<file path="src/rtl/video_timing_gen_if.sv">
// CPU register-window bus shared by the peripherals: select, direction, address,
// write data and registered read data.
interface video_timing_gen_if;
    logic       cs;
    logic       rw;
    logic [3:0] addr;
    logic [7:0] di;
    logic [7:0] dout;

    modport master (output cs, rw, addr, di, input dout);
    modport slave  (input cs, rw, addr, di, output dout);
endinterface

</file>
<file path="src/rtl/video_timing_gen.sv">
// Raster timing generator: pixel divider, h/v counters, registered sync/blank
// flags, frame counter with coherent high-byte shadow, and a sticky vblank irq.
module video_timing_gen #(
    parameter int H_ACTIVE = 160,
    parameter int H_FRONT  = 8,
    parameter int H_SYNC   = 16,
    parameter int H_BACK   = 16,
    parameter int V_ACTIVE = 120,
    parameter int V_FRONT  = 2,
    parameter int V_SYNC   = 2,
    parameter int V_BACK   = 4,
    parameter int PIX_DIV  = 4
) (
    input  logic              clk,
    input  logic              reset,
    video_timing_gen_if.slave bus,
    output logic [7:0]        hpos,
    output logic [6:0]        vpos,
    output logic              hsync,
    output logic              vsync,
    output logic              display_on,
    output logic              pix_ce,
    output logic              frame_start,
    output logic              irq
);

    localparam int H_TOTAL = H_ACTIVE + H_FRONT + H_SYNC + H_BACK;
    localparam int V_TOTAL = V_ACTIVE + V_FRONT + V_SYNC + V_BACK;
    localparam int DIV_W   = (PIX_DIV > 1) ? $clog2(PIX_DIV) : 1;

    localparam logic [DIV_W-1:0] DIV_LAST = DIV_W'(PIX_DIV - 1);
    localparam logic [7:0]       H_LAST   = 8'(H_TOTAL - 1);
    localparam logic [6:0]       V_LAST   = 7'(V_TOTAL - 1);
    localparam logic [6:0]       V_IRQ    = 7'(V_ACTIVE - 1);

    // Range bounds are one bit wider than the counters so an interval ending
    // exactly at 256 (or 128) still compares correctly.
    localparam logic [8:0] H_ACT9   = 9'(H_ACTIVE);
    localparam logic [8:0] HS_START = 9'(H_ACTIVE + H_FRONT);
    localparam logic [8:0] HS_END   = 9'(H_ACTIVE + H_FRONT + H_SYNC);
    localparam logic [7:0] V_ACT8   = 8'(V_ACTIVE);
    localparam logic [7:0] VS_START = 8'(V_ACTIVE + V_FRONT);
    localparam logic [7:0] VS_END   = 8'(V_ACTIVE + V_FRONT + V_SYNC);

    localparam logic [3:0] A_FRAME_LO = 4'd0;
    localparam logic [3:0] A_FRAME_HI = 4'd1;
    localparam logic [3:0] A_STATUS   = 4'd2;
    localparam logic [3:0] A_CTRL     = 4'd3;
    localparam logic [3:0] A_HPOS     = 4'd4;
    localparam logic [3:0] A_VPOS     = 4'd5;

    logic [DIV_W-1:0] div_q, div_d;
    logic [7:0]       hpos_q, hpos_d;
    logic [6:0]       vpos_q, vpos_d;
    logic             hsync_q, hsync_d;
    logic             vsync_q, vsync_d;
    logic             display_on_q, display_on_d;
    logic             hblank_q, hblank_d;
    logic             vblank_q, vblank_d;
    logic             frame_start_q, frame_start_d;
    logic             irq_q, irq_d;
    logic             enable_q, enable_d;
    logic [15:0]      frame_q, frame_d;
    logic [7:0]       shadow_q, shadow_d;
    logic [7:0]       dout_q, dout_d;

    logic pix_ce_w;
    logic h_wrap, v_wrap;
    logic frame_inc, irq_set;
    logic rd, ctrl_wr, frame_clr, irq_ack;
    logic unused_di;

    assign unused_di = ^bus.di[7:3];

    always_comb begin
        div_d         = div_q;
        hpos_d        = hpos_q;
        vpos_d        = vpos_q;
        enable_d      = enable_q;
        frame_d       = frame_q;
        shadow_d      = shadow_q;
        dout_d        = dout_q;

        pix_ce_w  = enable_q && (div_q == DIV_LAST);
        h_wrap    = (hpos_q == H_LAST);
        v_wrap    = (vpos_q == V_LAST);
        frame_inc = pix_ce_w && h_wrap && v_wrap;
        irq_set   = pix_ce_w && h_wrap && (vpos_q == V_IRQ);

        rd        = bus.cs && !bus.rw;
        ctrl_wr   = bus.cs && bus.rw && (bus.addr == A_CTRL);
        frame_clr = ctrl_wr && bus.di[1];
        irq_ack   = ctrl_wr && bus.di[2];

        if (enable_q) begin
            div_d = (div_q == DIV_LAST) ? '0 : div_q + 1'b1;
        end

        if (pix_ce_w) begin
            if (h_wrap) begin
                hpos_d = 8'd0;
                vpos_d = v_wrap ? 7'd0 : vpos_q + 7'd1;
            end else begin
                hpos_d = hpos_q + 8'd1;
            end
        end

        // Flags are derived from the next counter values so they line up with
        // hpos/vpos in the same cycle.
        hsync_d      = ({1'b0, hpos_d} >= HS_START) && ({1'b0, hpos_d} < HS_END);
        vsync_d      = ({1'b0, vpos_d} >= VS_START) && ({1'b0, vpos_d} < VS_END);
        hblank_d     = !({1'b0, hpos_d} < H_ACT9);
        vblank_d     = !({1'b0, vpos_d} < V_ACT8);
        display_on_d = !hblank_d && !vblank_d;

        frame_start_d = frame_inc;
        irq_d         = irq_set || (irq_q && !irq_ack);

        if (ctrl_wr) begin
            enable_d = bus.di[0];
        end

        if (frame_clr) begin
            frame_d = 16'd0;
        end else if (frame_inc) begin
            frame_d = frame_q + 16'd1;
        end

        // Reading the low byte freezes the high byte so a two-read sequence
        // sees one coherent 16-bit value.
        if (frame_clr) begin
            shadow_d = 8'd0;
        end else if (rd && (bus.addr == A_FRAME_LO)) begin
            shadow_d = frame_q[15:8];
        end

        if (rd) begin
            case (bus.addr)
                A_FRAME_LO: dout_d = frame_q[7:0];
                A_FRAME_HI: dout_d = shadow_q;
                A_STATUS:   dout_d = {4'b0, irq_q, vsync_q, vblank_q, hblank_q};
                A_CTRL:     dout_d = {7'b0, enable_q};
                A_HPOS:     dout_d = hpos_q;
                A_VPOS:     dout_d = {1'b0, vpos_q};
                default:    dout_d = 8'h00;
            endcase
        end
    end

    always_ff @(posedge clk) begin
        if (reset) begin
            div_q         <= '0;
            hpos_q        <= 8'd0;
            vpos_q        <= 7'd0;
            hsync_q       <= 1'b0;
            vsync_q       <= 1'b0;
            display_on_q  <= 1'b1;
            hblank_q      <= 1'b0;
            vblank_q      <= 1'b0;
            frame_start_q <= 1'b0;
            irq_q         <= 1'b0;
            enable_q      <= 1'b1;
            frame_q       <= 16'd0;
            shadow_q      <= 8'd0;
            dout_q        <= 8'h00;
        end else begin
            div_q         <= div_d;
            hpos_q        <= hpos_d;
            vpos_q        <= vpos_d;
            hsync_q       <= hsync_d;
            vsync_q       <= vsync_d;
            display_on_q  <= display_on_d;
            hblank_q      <= hblank_d;
            vblank_q      <= vblank_d;
            frame_start_q <= frame_start_d;
            irq_q         <= irq_d;
            enable_q      <= enable_d;
            frame_q       <= frame_d;
            shadow_q      <= shadow_d;
            dout_q        <= dout_d;
        end
    end

    assign hpos        = hpos_q;
    assign vpos        = vpos_q;
    assign hsync       = hsync_q;
    assign vsync       = vsync_q;
    assign display_on  = display_on_q;
    assign pix_ce      = pix_ce_w;
    assign frame_start = frame_start_q;
    assign irq         = irq_q;
    assign bus.dout    = dout_q;

endmodule

</file>
<file path="src/flat_wrapper.sv">
// flat-port wrapper written by rule: the top's interface ports become plain ports
module video_timing_gen_flat 
#(
    parameter int H_ACTIVE = 160,
    parameter int H_FRONT  = 8,
    parameter int H_SYNC   = 16,
    parameter int H_BACK   = 16,
    parameter int V_ACTIVE = 120,
    parameter int V_FRONT  = 2,
    parameter int V_SYNC   = 2,
    parameter int V_BACK   = 4,
    parameter int PIX_DIV  = 4
)
  (clk, reset, hpos, vpos, hsync, vsync, display_on, pix_ce, frame_start, irq, bus_cs, bus_rw, bus_addr, bus_di, bus_dout);
  video_timing_gen_if bus_i ();
  input  logic clk;
  input  logic reset;
  output logic [7:0] hpos;
  output logic [6:0] vpos;
  output logic hsync;
  output logic vsync;
  output logic display_on;
  output logic pix_ce;
  output logic frame_start;
  output logic irq;
  input wire logic [$bits(bus_i.cs)-1:0] bus_cs;
  input wire logic [$bits(bus_i.rw)-1:0] bus_rw;
  input wire logic [$bits(bus_i.addr)-1:0] bus_addr;
  input wire logic [$bits(bus_i.di)-1:0] bus_di;
  output wire logic [$bits(bus_i.dout)-1:0] bus_dout;
  assign bus_i.cs = bus_cs;
  assign bus_i.rw = bus_rw;
  assign bus_i.addr = bus_addr;
  assign bus_i.di = bus_di;
  assign bus_dout = bus_i.dout;
  video_timing_gen #(.H_ACTIVE(H_ACTIVE), .H_FRONT(H_FRONT), .H_SYNC(H_SYNC), .H_BACK(H_BACK), .V_ACTIVE(V_ACTIVE), .V_FRONT(V_FRONT), .V_SYNC(V_SYNC), .V_BACK(V_BACK), .PIX_DIV(PIX_DIV)) u_core (.clk(clk), .reset(reset), .bus(bus_i), .hpos(hpos), .vpos(vpos), .hsync(hsync), .vsync(vsync), .display_on(display_on), .pix_ce(pix_ce), .frame_start(frame_start), .irq(irq));
endmodule
</file>
<file path="config.mk">
export PLATFORM = sky130hd
export DESIGN_NAME = video_timing_gen_flat
export DESIGN_NICKNAME = d
export VERILOG_FILES = /design/src/rtl/video_timing_gen_if.sv /design/src/rtl/video_timing_gen.sv /design/src/flat_wrapper.sv
export SDC_FILE = /design/constraint.sdc
export NUM_CORES = 1
export LEC_CHECK = 0
export CAP_MARGIN = 20
export CORE_ASPECT_RATIO = 1.4
export CORE_MARGIN = 5
export CORE_UTILIZATION = 55
export CTS_BUF_LIST = sky130_fd_sc_hd__clkbuf_4
export DETAILED_ROUTE_END_ITERATION = 10
export DONT_BUFFER_PORTS = 1
export PLACE_DENSITY = 0.78
export SYNTH_ARGS = -nofsm -noshare
export SYNTH_HDL_FRONTEND = slang
export SYNTH_SLANG_ARGS = --single-unit
</file>
<file path="constraint.sdc">
create_clock -name clk -period 4 [get_ports clk]
set_clock_uncertainty 0.05 [all_clocks]
set_input_delay 0.4 -clock clk [delete_from_list [all_inputs] [get_ports clk]]
set_output_delay 0.4 -clock clk [all_outputs]
set_load 0.01 [all_outputs]
</file>
Yosys cells after proc, flatten, opt, wreduce, memory -nomap -nowiden
Cells that the tools add are included.
{"block": "word_totals", "ff_bits": 57, "latch_bits": 0, "ram_bits": 0, "rom_bits": 0, "in_bits": 16, "output_inout_bits": 29, "wordCells": 61, "memories": 0}
{"block": "classes", "addsub": 4, "mul": 0, "div": 0, "magnitude_cmp": 6, "n_eq_ne": 9, "shift": 0, "muxes": 7, "bitwise": 0, "n_reduce_logical": 21}
{"cell": "$pmux W8 S6", "count": 1}
{"cell": "$mux W7", "count": 3}
{"cell": "$add A16 B1 Y16 const B", "count": 1}
{"cell": "$lt A8 B8 Y1 const B", "count": 2}
{"cell": "$mux W8", "count": 2}
{"cell": "$eq A7 B7 Y1 const B", "count": 2}
{"cell": "$logic_and A1 B1 Y1", "count": 14}
{"cell": "$lt A7 B7 Y1 const B", "count": 2}
{"cell": "$add A8 B1 Y8 const B", "count": 1}
{"cell": "$eq A4 B2 Y1 const B", "count": 2}
{"cell": "$eq A4 B3 Y1 const B", "count": 2}
{"cell": "$eq A8 B8 Y1 const B", "count": 1}
{"cell": "$ge A8 B8 Y1 const B", "count": 1}
{"cell": "$add A7 B1 Y7 const B", "count": 1}
{"cell": "$ge A7 B7 Y1 const B", "count": 1}
{"cell": "$eq A4 B1 Y1 const B", "count": 1}
{"cell": "$logic_not A1 Y1", "count": 4}
{"cell": "$logic_not A4 Y1", "count": 1}
{"cell": "$add A2 B1 Y2 const B", "count": 1}
{"cell": "$eq A2 B2 Y1 const B", "count": 1}
{"cell": "$mux W2", "count": 1}
{"cell": "$reduce_or A2 Y1", "count": 1}
{"cell": "$logic_or A1 B1 Y1", "count": 1}

Longest topological paths before layout
Gate-level depths: netlist (run 1).
{"block": "depth", "ltp_word": 6, "depth_mapped": 7, "mapped_depth_nobuf": 6}

Least setup slack after synthesis (run 1)
OpenSTA, ideal clock, no wires.
{"block": "synth_timing", "path_type": "register to register", "from": "reg u_core.vpos_q[1], in the netlist u_core.vpos[1]", "to": "reg u_core.frame_q[12]", "setup_time_ns": 0.070, "arrival_ns": 1.820, "required_ns": 3.880, "slack_ns": 2.060, "path_stages_with_launch": 8, "n_path_buf": 1, "period_less_slack_ns": 1.940, "cell_sequence": "dfxtp_1 -> ha_1 -> and4_1 -> and2_1 -> buf_4 -> nand4_4 -> or4_1 -> a21oi_1"}
{"block": "synth_between", "elab_chain_len": 2}
{"item": "start: declaration", "line_no": "video_timing_gen.sv:54", "text": "logic [6:0] vpos_q, vpos_d;"}
{"item": "start signal: assignment", "line_no": "video_timing_gen.sv:169", "text": "vpos_q <= vpos_d;"}
{"item": "$eq A7 B7 Y1", "line_no": "video_timing_gen.sv:86", "text": "v_wrap = (vpos_q == V_LAST);"}
{"item": "$logic_and A1 B1 Y1", "line_no": "video_timing_gen.sv:87", "text": "frame_inc = pix_ce_w && h_wrap && v_wrap;"}
{"item": "end signal: assignment", "line_no": "video_timing_gen.sv:178", "text": "frame_q <= frame_d;"}
{"item": "end: declaration", "line_no": "video_timing_gen.sv:63", "text": "logic [15:0] frame_q, frame_d;"}
Every way passes these cells.
A chain may end at the register's enable or synchronous reset.

Worst setup path in the final report (run 1)
{"block": "layout_timing", "from": "reg u_core.hpos_q[0], in the netlist u_core.hpos[0]", "to": "reg u_core.frame_q[15]"}
{"block": "layout_between", "elab_chain_len": 3}
{"item": "start: declaration", "line_no": "video_timing_gen.sv:53", "text": "logic [7:0] hpos_q, hpos_d;"}
{"item": "start signal: assignment", "line_no": "video_timing_gen.sv:168", "text": "hpos_q <= hpos_d;"}
{"item": "$eq A8 B8 Y1", "line_no": "video_timing_gen.sv:85", "text": "h_wrap = (hpos_q == H_LAST);"}
{"item": "$logic_and A1 B1 Y1 (2 in series)", "line_no": "video_timing_gen.sv:87"}
Every way passes these cells.

==> summary.txt, run 1 <==
Placed design
  – Number of I/O port buffers: 0
  – DP HPWL: 4752 µm
  – GP Congestion: 0.7897

Pwr
  – PD cells: 311.6 nW/µm²
  – LEAKAGE: 1.110 nW
  – Worst vdd ir: 0.2166 mV
  – Total power: 0.9555 mW

Min path
  – Hold path depth: 2
  – Hold Path Class: input pin to flop

Setup path
  – Crit Path Category: flop to flop
  – FF-to-FF path depth: 6
  – Critical path arrival: 3.04 ns
  – Worst setup path end: u_core.frame_q[15]$_SDFFE_PP0P_
  – Startpoint types: flop
  – Required @ worst endpoint: 4.21 ns
  – Crit path from: u_core.hpos[0]$_SDFF_PP0_
  – Reg2reg start: u_core.hpos[0]$_SDFF_PP0_
  – CP Capture Type: flop
  – Critical path peak fanout: 12
  – FF-to-FF End: u_core.frame_q[15]$_SDFFE_PP0P_
  – R2r setup slk: 1.17 ns

Yosys
  – Syn Area/Cell: 9.204 µm²
  – Mapped cell area: 2945 µm²
  – Cell count after synthesis: 320
  – Register area share after synthesis: 0.3874
  – Net count after synthesis: 340
  – Async SR Flop Fraction: 0
  – Yosys synthesis warning count: 0
  – Post-synth EDFFs: 0
  – Yosys top cell area share: 0.3874
  – Largest cells by area after synthesis: dfxtp_1 39%, nor2_1 5.1%, mux4_2 4.6%
  – Synth area leader: dfxtp_1
  – Register bit total from synthesis: 57
  – Ys flop type: dfxtp_1
  – Netlist cell types: 62

Run
  – MaxCap Viol Count: 0

Route
  – Met1 WL: 2719 µm
  – Final wirelength: 6754 µm
  – Routed Antenna Nets: 0
  – Drt wl/cell: 17.45 µm
  – DR pass1 iterations: 5
  – DR iter-0 viols: 161
  – WL met3: 447 µm
  – Vias per cell: 6.173
  – Metal2 WL: 3439 µm
  – Max layer used: met4
  – Via Count: 2389
  – DRC viols: 0

Floorplan
  – Rows: 31
  – Initial core utilization: 0.5667
  – Floorplan core area: 5197 µm²
  – I/O pins: 45
  – Die H: 96.59 µm
  – Die W: 71.85 µm
  – Die footprint: 6939 µm²

Layout
  – Reg area: 1141 µm²
  – Area grow syn2layout: 4.121%
  – Layout cells sized above 1: 0.1215
  – Area of the multi-input gates: 1649 µm²
  – Most frequent cells in the layout: 57 x dfxtp_1, 40 x nor2_1, 15 x o21ai_0, 15 x nand2_1, 15 x a21oi_1
  – Net count, final: 336
  – Diode count: 0
  – Commonest non-fill, non-tap cell in the layout: dfxtp_1
  – Fill cells: 463

Clocking
  – Sink Count: 57
  – CTS tree: yes
  – CTS max path bufs: 2
  – Root Buffer Master: clkbuf_4
  – Worst-Skew Late Latency: 0.41 ns
  – CTS Buf Count: 9
  – Clock transition at path regs: 0.09 ns
  – H-tree depth: 3
  – Postcts setup bufs: 0

Timing
  – Setup TNS: 0 ns
  – Relative slew slack: 0.4384
  – Max-slew violation count: 0
  – Final Hold Fails: 0
  – RSZ-0062 raised after global routing: no
  – Worst-Margin Slew: 0.8404 ns
  – Minimum clock period: 2.831 ns
  – Max Freq: 0.3532 GHz
  – Tcrit/Tclk final: 0.7077
  – # setup viols final: 0

Outcome
  – Status: finished, final reports clean

Global route
  – Grt ovf: 0
  – Largest net degree at the start of global routing: 25
  – Initial antenna violation count: 0
  – Global Route Usage Sum: 0.2032
  – Number of global-route vias before repair: 2272
  – First-pass GRT wire length: 10720 µm
==> flip-flops by register name, summed over array words and instances (netlist names) <==
name,cells
u_core.frame_q,16
u_core.bus.dout,8
u_core.hpos,8
u_core.shadow_q,8
u_core.vpos,7
u_core.div_q,2
u_core.display_on,1
u_core.enable_q,1
u_core.frame_start,1
u_core.hblank_q,1
u_core.hsync,1
u_core.irq,1
u_core.vblank_q,1
u_core.vsync,1
==> area by class of cell <==
class	instances	area share
clock buffer	11	0.02693
tap	66	0.02693
inverter	13	0.01591
clock inverter	5	0.007344
multi-input combinational	231	0.5377
timing repair buffer	4	0.01306
sequential	57	0.3721
==> timing repair <==
| item | CTS | global route |
|---|---|---|
| hold endpoints to repair | 21 | 2 |
| resized for setup | 0 | 0 |
| endpoints found under the setup margin | 0 | 0 |
| hold buffers | 3 | 1 |
==> metrics by stage <==
stage | util | cell area [µm²] | hold slack, ns | setup WS, ns | cells
2_1_floorplan | - | 2945 | 0.3961 | 2.060 | 320
3_3_place_gp | 0.5621 | 2922 | 0.4231 | 1.270 | 367
3_5_place_dp | 0.5621 | 2922 | 0.4262 | 1.205 | 367
4_1_cts | 0.5881 | 3057 | 0.0007939 | 1.180 | 386
5_1_grt | 0.5900 | 3067 | 0.06282 | 1.006 | 387
6_report | 0.5900 | 3067 | 0.07242 | 1.169 | 387
==> worst min path at each step <==
| stage | start | to | slack (ns) |
|---|---|---|---|
| 6_report | reset | u_core.enable_q$_SDFFE_PP1P_ | 0.07 |
| 5_1_grt | reset | u_core.enable_q$_SDFFE_PP1P_ | 0.06 |
| 2_1_floorplan | u_core.frame_q[15]$_SDFFE_PP0P_ | u_core.frame_q[15]$_SDFFE_PP0P_ | 0.40 |
| 4_1_cts | reset | u_core.vpos[5]$_SDFF_PP0_ | 0.0008 |
| 3_3_place_gp | reset | u_core.hpos[4]$_SDFF_PP0_ | 0.42 |
| 3_5_place_dp | reset | u_core.vpos[1]$_SDFF_PP0_ | 0.43 |
==> synthesized netlist by cell type (4+ instances only) <==
cell type	n
a21oi_1	15
xnor2_1	11
nor2_1	40
ha_1	4
nand3_1	14
or3_1	5
o21ai_0	15
mux4_2	6
and3_1	5
clkbuf_1	8
nor3_1	13
mux2i_1	12
buf_2	7
a22oi_1	8
xor2_1	4
dfxtp_1	57
inv_1	13
nand4_1	7
nand2_1	15
==> worst max-delay path: stages (launching register included) <==
cell and delay [ns]:
dfxtp_1 0.53, ha_1 0.26, nand4_2 0.34, nor3_4 0.67
nand4_2 0.30, o41ai_1 0.42, a21oi_1 0.10
==> routing by layer <==
metal,GRT usage,up-vias
met1,0.2263,1143
li1,-,1160
met2,0.3505,70
met5,0,-
met3,0.05694,16
met4,0.1082,0
==> logic make-up (layout without fill, tap and decap cells) <==
logic type               after synthesis  after routing  synth area share
adder cells (fa/ha/maj)                4              4           0.01699
multiplexers                          20             20           0.09941
AO/OA/AOI/OAI                         57             57            0.1283
buffers and inverters                 32             33           0.05268
XOR/XNOR                              15             15           0.04460
flip-flops                            57             57            0.3874
AND/OR/NAND/NOR                      135            135            0.2706
==> report_power, final <==
group | switching, mW | leakage [nW] | internal (mW)
sequential | 0.00449 | 0.460 | 0.571
combinational | 0.0196 | 0.585 | 0.0151
clock | 0.211 | 0.0655 | 0.135
Note: power is estimated with default switching activity, not from simulation.
==> inputs of run 2 (changes only) <==
- PLACE_DENSITY: 0.78 -> 0.81
- clock period: 4 -> 2.35 ns (I/O delays scaled with it)
==> run 2 against run 1 <==
Against the previous run:
- total power increased by 69%
- worst hold slack worse by 0.0058 ns
- sequential share of layout area shrank 1.3 points
- design area grew 3.6%
- global-route usage rose by 2.0 points
- largest power group unchanged
==> summary.txt, run 2 (same netlist as run 1, synthesis figures left out) <==
Timing
  – Setup TNS: 0 ns (unchanged)
  – Relative slew slack: 0.6479 (+0.2095)
  – Max Freq: 0.4724 GHz (+34%)
  – Minimum clock period: 2.117 ns (-0.7143 ns)
  – Tcrit/Tclk final: 0.9007 (+0.1930)
  – Final Hold Fails: 0 (unchanged)
  – RSZ-0062 raised after global routing: no
  – Worst-Margin Slew: 0.5266 ns (-0.3138 ns)
  – Max-slew violation count: 0 (unchanged)
  – # setup viols final: 0 (unchanged)

Layout
  – Diode count: 0 (unchanged)
  – Commonest non-fill, non-tap cell in the layout: dfxtp_1
  – Most frequent cells in the layout: 57 x dfxtp_1, 40 x nor2_1
  – Area grow syn2layout: 7.859%
  – Max FFs per register: 16 (unchanged)
  – Design area: 3177 µm² (+3.6%)
  – Biggest register: u_core.frame_q
  – Layout cells sized above 1: 0.1607 (+0.03922)
  – Net count, final: 351 (+4.5%)

Clocking
  – H-tree depth: 3 (unchanged)
  – CTS tree: yes
  – Worst-Skew Late Latency: 0.41 ns (about the same)
  – Sink Count: 57 (unchanged)
  – CTS Buf Count: 9 (unchanged)
  – CTS max path bufs: 2 (unchanged)
  – Root Buffer Master: clkbuf_4
  – Clock transition at path regs: 0.10 ns (about the same)

Outcome
  – Status: finished, final reports clean

Setup path
  – Crit Path Category: flop to flop
  – WP buf/inv: 0 (unchanged)
  – Crit path max-delay family: simple AND/OR/NAND/NOR gates
  – Crit path cell chain: ha_1 -> nand4_2 -> or4_4 -> a211oi_4 -> and3_4 -> a31oi_2
  – CP Capture Type: flop
  – Startpoint types: flop
  – Worst path slowest cell: or4_4
  – Critical path arrival: 2.37 ns (-0.67 ns)
  – Critical Path Max Stage Delay: 0.55 ns (-0.12 ns)
  – Critical path peak fanout: 6 (-6)
  – Required @ worst endpoint: 2.60 ns (-1.61 ns)

Pwr
  – PD cells: 507.8 nW/µm² (+63%)
  – LEAKAGE: 1.187 nW (+6.9%)
  – Net Sw Frac: 0.2478 (+0.002123)
  – Seq pwr share: 0.605 (+0.003)
  – Combinational power share: 0.043 (+0.007)
  – P_sw: 0.3998 mW (+70%)
  – Worst vdd ir: 0.4260 mV (+97%)
  – Clock power frac: 0.352 (-0.009)
  – Power Internal: 1.213 mW (+68%)
  – Total power: 1.613 mW (+69%)

Route
  – Drt wl/cell: 18.05 µm (+3.5%)
  – DR pass1 iterations: 5 (unchanged)
  – Final wirelength: 7258 µm (+7.5%)
  – Via Count: 2513 (+5.2%)
  – Vias per cell: 6.251 (+1.3%)
  – Routed Antenna Nets: 0 (unchanged)
  – DR iter-0 viols: 230 (+43%)
  – DRC viols: 0 (unchanged)

Global route
  – Grt ovf: 0 (unchanged)
  – Number of global-route vias before repair: 2519 (+11%)
  – Largest net degree at the start of global routing: 29 (+16%)
  – First-pass GRT wire length: 11960 µm (+12%)
  – Initial antenna violation count: 0 (unchanged)
  – Global Route Usage Sum: 0.2230 (+0.01979)

Placed design
  – Number of I/O port buffers: 0 (unchanged)
  – Placed inst area: 3034 µm² (+3.9%)
  – GP Congestion: 0.8983 (+14%)
  – DP HPWL: 5108 µm (+7.5%)

Floorplan
  – Rows: 31 (unchanged)
  – I/O pins: 45 (unchanged)
  – Initial core utilization: 0.5667 (unchanged)
  – Die H: 96.59 µm (unchanged)
  – Die W: 71.85 µm (unchanged)
  – Floorplan core area: 5197 µm² (unchanged)
  – Die footprint: 6939 µm² (unchanged)

Min path
  – Hold Path Class: input pin to flop

Run
  – MaxCap Viol Count: 0 (unchanged)
## run 2: timing repair
action,CTS,global route
resized for setup,0,1
hold buffers,3,0
endpoints found under the hold margin,32,0
setup endpoints to repair,0,1
setup buffers,0,0
## run 2: area by class of cell
| class | count | area (µm²) |
|---|---|---|
| repair buffers | 19 | 153.9 |
| clock buffers | 10 | 75.07 |
| fillers | 455 | 2021 |
| well taps | 66 | 82.58 |
| flip-flops and latches | 57 | 1141 |
| clock inverters | 6 | 25.02 |
| inverters | 13 | 48.80 |
| multi-input cells | 231 | 1650 |
## run 2: tightest hold or removal path: stages
cell,delay (ns)
nand3b_1,0.05
o21ai_0,0.07
a22oi_1,0.06
nor2_1,0.08
## run 2: through the flow
step | cells | utilization | setup slack, ns | hold slack (ns)
floorplan | 320 | - | 0.4100 | 0.3213
global placement | 382 | 0.5838 | 0.2897 | 0.2583
detailed placement | 382 | 0.5838 | 0.2497 | 0.2609
CTS | 401 | 0.6088 | 0.2128 | 0.06924
global route | 402 | 0.6112 | 0.08067 | 0.08482
finish | 402 | 0.6112 | 0.2334 | 0.06662
## run 2: power by group through the flow
stage / Combinational, mW / Clock, mW / Sequential (mW)
finish: 0.0687 / 0.568 / 0.976
global route: 0.0752 / 0.614 / 0.978
CTS: 0.0665 / 0.568 / 0.977
detailed placement: 0.0539 / 0 / 0.999
global placement: 0.0522 / 0 / 0.998
floorplan: 0.0554 / 0 / 1.00
## run 2: path summary, 6_finish.rpt
check                           cells after the start  slack (ns)                              end                            start
worst min-delay path                                4        0.07  u_core.bus.dout[7]$_SDFFE_PP0P_                      bus_addr[0]
worst max-delay path                                6        0.23     u_core.display_on$_SDFF_PP1_     u_core.div_q[0]$_SDFFE_PP0P_
worst min register to register                      2        0.45  u_core.frame_q[15]$_SDFFE_PP0P_  u_core.frame_q[15]$_SDFFE_PP0P_
worst max register to register                      6        0.23     u_core.display_on$_SDFF_PP1_     u_core.div_q[0]$_SDFFE_PP0P_
## run 2: routing by layer
| layer | vias to the layer above | part of all wire | global-route usage |
|---|---|---|---|
| met4 | 0 | 0.039 | 0.1285 |
| met3 | 24 | 0.059 | 0.06418 |
| met5 | - | 0 | 0 |
| li1 | 1189 | - | - |
| met1 | 1211 | 0.39 | 0.2511 |
| met2 | 89 | 0.51 | 0.3750 |
